**src/rtl/norm_phase_seq.sv**
```systemverilog
// Normal-mode sequencer: rotates the green grant across four approaches with an
// all-red clearance after each green, parking on norm_op_en low and resuming the same approach.
module norm_phase_seq #(
    parameter int unsigned GREEN_CYCLES = 20,
    parameter int unsigned CLEAR_CYCLES = 4,
    parameter int unsigned CNT_W        = 8
) (
    input  logic       clk,
    input  logic       rst_n,
    input  logic       norm_op_en,
    input  logic       norm_counter_en,
    output logic       allow_0_norm,
    output logic       allow_1_norm,
    output logic       allow_2_norm,
    output logic       allow_3_norm,
    output logic [1:0] phase,
    output logic       phase_done
);

    localparam int unsigned NUM_APPROACH = 4;
    localparam logic [CNT_W-1:0] GREEN_LAST = CNT_W'(GREEN_CYCLES - 1);
    localparam logic [CNT_W-1:0] CLEAR_LAST = CNT_W'(CLEAR_CYCLES - 1);

    typedef enum logic [1:0] {
        IDLE  = 2'd0,
        GREEN = 2'd1,
        CLEAR = 2'd2
    } state_t;

    state_t                    state_q, state_d;
    logic [CNT_W-1:0]          cnt_q, cnt_d;
    logic [1:0]                phase_q, phase_d;
    logic [NUM_APPROACH-1:0]   allow_q, allow_d;
    logic                      done_c;

    // State, counter, phase and registered grant vector
    always_ff @(posedge clk or negedge rst_n) begin
        if (!rst_n) begin
            state_q <= IDLE;
            cnt_q   <= '0;
            phase_q <= 2'd0;
            allow_q <= '0;
        end else begin
            state_q <= state_d;
            cnt_q   <= cnt_d;
            phase_q <= phase_d;
            allow_q <= allow_d;
        end
    end

    // Next-state logic; losing norm_op_en parks in IDLE with the phase kept for resumption
    always_comb begin
        state_d = state_q;
        cnt_d   = cnt_q;
        phase_d = phase_q;
        done_c  = 1'b0;

        if (!norm_op_en) begin
            state_d = IDLE;
            cnt_d   = '0;
        end else begin
            case (state_q)
                IDLE: begin
                    state_d = GREEN;
                    cnt_d   = '0;
                end
                GREEN: begin
                    if (norm_counter_en) begin
                        if (cnt_q == GREEN_LAST) begin
                            state_d = CLEAR;
                            cnt_d   = '0;
                        end else begin
                            cnt_d = cnt_q + CNT_W'(1);
                        end
                    end
                end
                CLEAR: begin
                    if (norm_counter_en) begin
                        if (cnt_q == CLEAR_LAST) begin
                            done_c  = 1'b1;
                            state_d = GREEN;
                            cnt_d   = '0;
                            phase_d = phase_q + 2'd1;
                        end else begin
                            cnt_d = cnt_q + CNT_W'(1);
                        end
                    end
                end
                default: begin
                    state_d = IDLE;
                    cnt_d   = '0;
                end
            endcase
        end

        allow_d = (state_d == GREEN) ? (NUM_APPROACH'(1) << phase_d) : '0;
    end

    assign allow_0_norm = allow_q[0];
    assign allow_1_norm = allow_q[1];
    assign allow_2_norm = allow_q[2];
    assign allow_3_norm = allow_q[3];
    assign phase        = phase_q;
    assign phase_done   = done_c;

endmodule

```
**config.mk**
```make
export PLATFORM = sky130hd
export DESIGN_NAME = norm_phase_seq
export DESIGN_NICKNAME = d
export VERILOG_FILES = /design/src/rtl/norm_phase_seq.sv
export SDC_FILE = /design/constraint.sdc
export NUM_CORES = 1
export LEC_CHECK = 0
export BUFFER_PORTS_ARGS = -buffer_cell sky130_fd_sc_hd__buf_2
export CAP_MARGIN = 10
export CORE_ASPECT_RATIO = 0.8
export CORE_MARGIN = 4
export CORE_UTILIZATION = 55
export CTS_CLUSTER_DIAMETER = 100
export DETAILED_ROUTE_END_ITERATION = 10
export GPL_ROUTABILITY_DRIVEN = 1
export PLACE_DENSITY_LB_ADDON = 0.05
export SLEW_MARGIN = 10
export SYNTH_ARGS = -nofsm -noshare
export SYNTH_HDL_FRONTEND = slang
export SYNTH_SLANG_ARGS = --single-unit
export TNS_END_PERCENT = 50
```
**constraint.sdc**
```tcl
create_clock -name clk -period 6.2 [get_ports clk]
set_clock_uncertainty 0.2 [all_clocks]
set_input_delay 0.31 -clock clk [delete_from_list [all_inputs] [get_ports clk]]
set_output_delay 0.31 -clock clk [all_outputs]
set_load 0.01 [all_outputs]
```
* Word level (Yosys, flattened, before mapping)
Index checks and enable logic that the tools add are counted.
Storage, ports and cells: register bits 16, word-level logic and storage cells 37
Cells by class: add/sub/neg operators 2, eq/ne operators 7, shift operators 1, mux-type cells 21, reductions and logical operators 2
Operators by type and width (number):
- 2-to-1 mux 8 bit | 5
- 2-to-1 mux 2 bit | 9
- case mux 8 bit (2 select lines) | 1
- adder 8 x 1 -> 8 bit, second input constant | 1
- == test 8 x 2 -> 1 bit, second input constant | 1
- == test 8 x 5 -> 1 bit, second input constant | 1
- inequality test 3 bit, second input constant | 2
- case mux 2 bit (3 select lines) | 1
- == test 2 x 1 -> 1 bit, second input constant | 2
- 2-to-1 mux 1 bit | 4
- 2-to-1 mux 4 bit | 1
- left shift 1 x 2 -> 4 bit, first input constant | 1
- adder 2 x 1 -> 2 bit, second input constant | 1
- == test 2 bit, second input constant | 1
- zero test 2 bit | 1
- AND reduction 2 bit | 1

* Logic depth before layout (Yosys ltp)
depth in word-level cells 7, depth in mapped cells 7, gate-level depth less buffers 6

* Worst setup path before layout
OpenSTA, ideal clock, no wires.
path type register to register, start point reg state_q[0], end point reg cnt_q[7], setup time 122 ps, data arrival time 1771 ps, required time 5878 ps, path slack 4108 ps, cell stages (with the launch flop) 8, buffers on the path 1, clock period less this slack 2092 ps, cells stage by stage dfrtp_1 > inv_1 > ha_1 > or2_2 > and3_1 > buf_1 > a31o_2 > a32o_1
On the way: longest elaborated chain between the ends 3, elaborated cells on any way between the ends 7, those cells by class 4 x eq/ne; 2 x mux; 1 x reduce/logical
RTL lines:
- start: declaration | line 30 | state_t state_q, state_d;
- start signal: assignment | line 44 | state_q <= state_d;
- == test 2 bit or == test 2 x 1 -> 1 bit (tied branches) | line 62 | case (state_q)
- case mux 8 bit (2 select lines) or inequality test 3 bit (tied branches)
- 2-to-1 mux 8 bit or AND reduction 2 bit (tied branches)
- end signal: assignment | line 45 | cnt_q <= cnt_d;
- end: declaration | line 31 | logic [CNT_W-1:0] cnt_q, cnt_d;
Parallel ways exist; a longest one is shown, timed or not. A chain may end at the register's enable or synchronous reset.

* Final worst setup path
start point reg cnt_q[3], end point out phase_done
On the way: longest elaborated chain between the ends 5
RTL lines:
- == test 8 x 2 -> 1 bit | line 79 | if (cnt_q == CLEAR_LAST) begin
- 2-to-1 mux 1 bit | line 79
- 2-to-1 mux 1 bit | line 78 | if (norm_counter_en) begin
- 2-to-1 mux 1 bit | line 62
- 2-to-1 mux 1 bit | line 58 | if (!norm_op_en) begin
- end: declaration | line 17 | output logic phase_done
No other way between the ends.

==> flow_summary.ini <==
[placed_design]
hpwl_um = 1520
place.gp.congestion = 0.795
port_buffers = 10

[timing]
setup-violations-final = 0
rsz0062_at_grt = no
tns_ns = 0
relSlewSlack = 0.561
finalCritPeriodShare = 0.403
tightest_slew_ns = 0.652
period_needed_ns = 2.50
drv_slew = 0
hold_viol_final = 0
max_freq_ghz = 0.400

[floorplanning]
start_util = 0.585
dieArea_um2 = 2470
num_rows = 13
chipWidth_um = 54.5
die_h_um = 45.2
core_um2 = 1630
ioPinCount = 11

[yosys]
avgSynthCellArea_um2 = 9.62
postSynthCellCount = 99
async_flop_share = 1.00
synth_edf_count = 0
synth_seq_area_share = 0.420
synth-seq-cells = 16
synth_cell_types = 33
yosysWarningCount = 0
synth.net_count = 108
ys.flop_type = dfrtp_1
syn-cell-area_um2 = 952

[global_routing]
grt-busiest-layer = met2
use_met2 = 0.289
grt-ovfl-total = 0
grt_pass1_vias = 724
globalRouteMet3Util = 0.0594
antenna_found_initial = 0
grt_usage = 0.204
grt_pass1_wl_um = 3480
grt_max_degree = 17
met1_usage = 0.286

[clocking]
clkTransAtPathRegs_ns = 0.10
post_cts_buffers = 0
htreeDepth = 1
cts.root.buffer_cell = clkbuf_4
cts_hold_buf = 1
cts_buffer_depth = 2
numCtsBuffers = 3
numClockSinks = 16
cts_tree = yes
clkLatencyLatePin_ns = 0.30
cts_repair_resize_count = 0

[layout]
diodes = 0
fin_nets = 121
regArea_um2 = 400
nFillCells = 136
multiInputGateArea_um2 = 505
syn_to_final_growth_pct = 11.7
drive_gt1_frac = 0.216
utilization = 0.654

[drt]
vias_per_cell = 6.07
routed_wl_um = 2100
wl_per_cell_um = 15.8
vias = 807
drc = 0
ant_nets = 0
first_pass_iters = 4
drt_iter0_drc = 26

[worst_setup_path]
slowest_delay_ns = 0.57
end_kind = primary output
critical_path_class = reg -> out
crit_required_ns = 5.69
critPathMaxFanout = 7
cpMaxStageDelayCell = or4_4
crit_chain = or4_4 -> nor4_4 -> buf_2
start_kind = flip-flop
cp.arrival_ns = 1.99

[power]
p_sw_mw = 0.0459
p_per_area_nw_per_um2 = 182
internal_power_mw = 0.147
p_comb_frac = 0.078
sequentialPowerShare = 0.553
clkPwrFrac = 0.369
ir_worst_vdd_v = 0.000102
p_leak_nw = 0.467
switching_share = 0.238
power_mw = 0.193

[flow_run]
maxCapViolations = 0

[outcome]
status = finished clean

[min_path]
hold_class = in -> reg
## power by group through the flow
stage                     combinational, mW  sequential, mW  clock (mW)
after global routing                 0.0166           0.107      0.0770
final                                0.0150           0.107      0.0713
after floorplan                     0.00830           0.109           0
after CTS                            0.0150           0.107      0.0735
after detailed placement             0.0145           0.109           0
after global placement               0.0139           0.109           0
## stage by stage
step | std cells | setup WS, ns | hold slack [ns] | instance area (um2)
after CTS | 133 | 3.71 | 0.172 | 1060
after detailed placement | 128 | 3.95 | 0.0446 | 1020
after floorplan | 99 | 4.11 | -0.186 | 952
after global placement | 128 | 3.92 | 0.0377 | 1020
after global routing | 133 | 3.62 | 0.201 | 1060
final | 133 | 3.70 | 0.185 | 1060
## layout by cell type (no fill, tap or decap), types with 2 or more instances in the layout
cell type | netlist | routed
and3b_1 | 2 | 2
o22ai_1 | 2 | 2
a31o_2 | 2 | 2
nand3_1 | 8 | 8
nand2_1 | 9 | 9
a32o_1 | 2 | 2
or2_2 | 2 | 2
nor4_1 | 3 | 3
o311ai_0 | 2 | 2
clkbuf_4 | 0 | 3
o21ai_0 | 4 | 4
nand3b_1 | 3 | 3
a211oi_1 | 2 | 2
inv_1 | 9 | 9
nand4_1 | 4 | 4
xnor2_1 | 2 | 2
nor2_1 | 3 | 3
a31oi_1 | 3 | 3
or3_2 | 2 | 2
buf_2 | 1 | 10
ha_1 | 5 | 5
dfrtp_1 | 16 | 16
## final cells by class
| type | instances | share of cell area |
|---|---|---|
| flip-flops and latches | 16 | 0.376 |
| clock buffers | 4 | 0.0341 |
| repair buffers | 11 | 0.0565 |
| multi-input cells | 71 | 0.475 |
| well taps | 22 | 0.0259 |
| inverters | 9 | 0.0318 |
## cell usage after synthesis, types with 3 or more instances
master	number	area, um2
nor2_1	3	11.3
nand4_1	4	25.0
o21ai_0	4	20.0
inv_1	9	33.8
nor4_1	3	18.8
dfrtp_1	16	400
nand3b_1	3	22.5
nand2_1	9	33.8
a31oi_1	3	18.8
ha_1	5	62.6
nand3_1	8	40.0
## critical path: cells and delay by family, from the launching register on
kind / cells / cell delay (ns)
flip-flops: 1 / 0.47
buffers and inverters: 1 / 0.21
AND/OR/NAND/NOR: 2 / 1.00
## flip-flops by register name (all words and copies together) (netlist names)
register,cells
allow_q,4
cnt_q,8
state_q,2
phase,2
## per-layer routing
metal	wire, um	part of all wire
met5	0	0
met4	31	0.015
met3	108	0.052
met2	911	0.43
met1	1040	0.50
## worst paths after layout
kind	start	end	slack, ns	cells past startpoint
setup / recovery	cnt_q[3]	phase_done	3.70	3
hold / removal	norm_op_en	state_q[1]	0.18	3
setup reg to reg	cnt_q[3]	cnt_q[4]	3.88	4
hold reg to reg	cnt_q[1]	cnt_q[1]	0.34	2
max in group asynchronous	rst_n	cnt_q[5]	5.28	2
min in group asynchronous	rst_n	cnt_q[0]	0.25	2
## logic make-up after synthesis
kind of cell             after synthesis  synth area share
AO/OA/AOI/OAI                         21             0.170
XOR/XNOR                               2            0.0184
adder cells (fa/ha/maj)                5            0.0657
buffers and inverters                 12            0.0486
flip-flops                            16             0.420
AND/OR/NAND/NOR                       43             0.277
No activity file was read; power rests on OpenSTA's default activity.
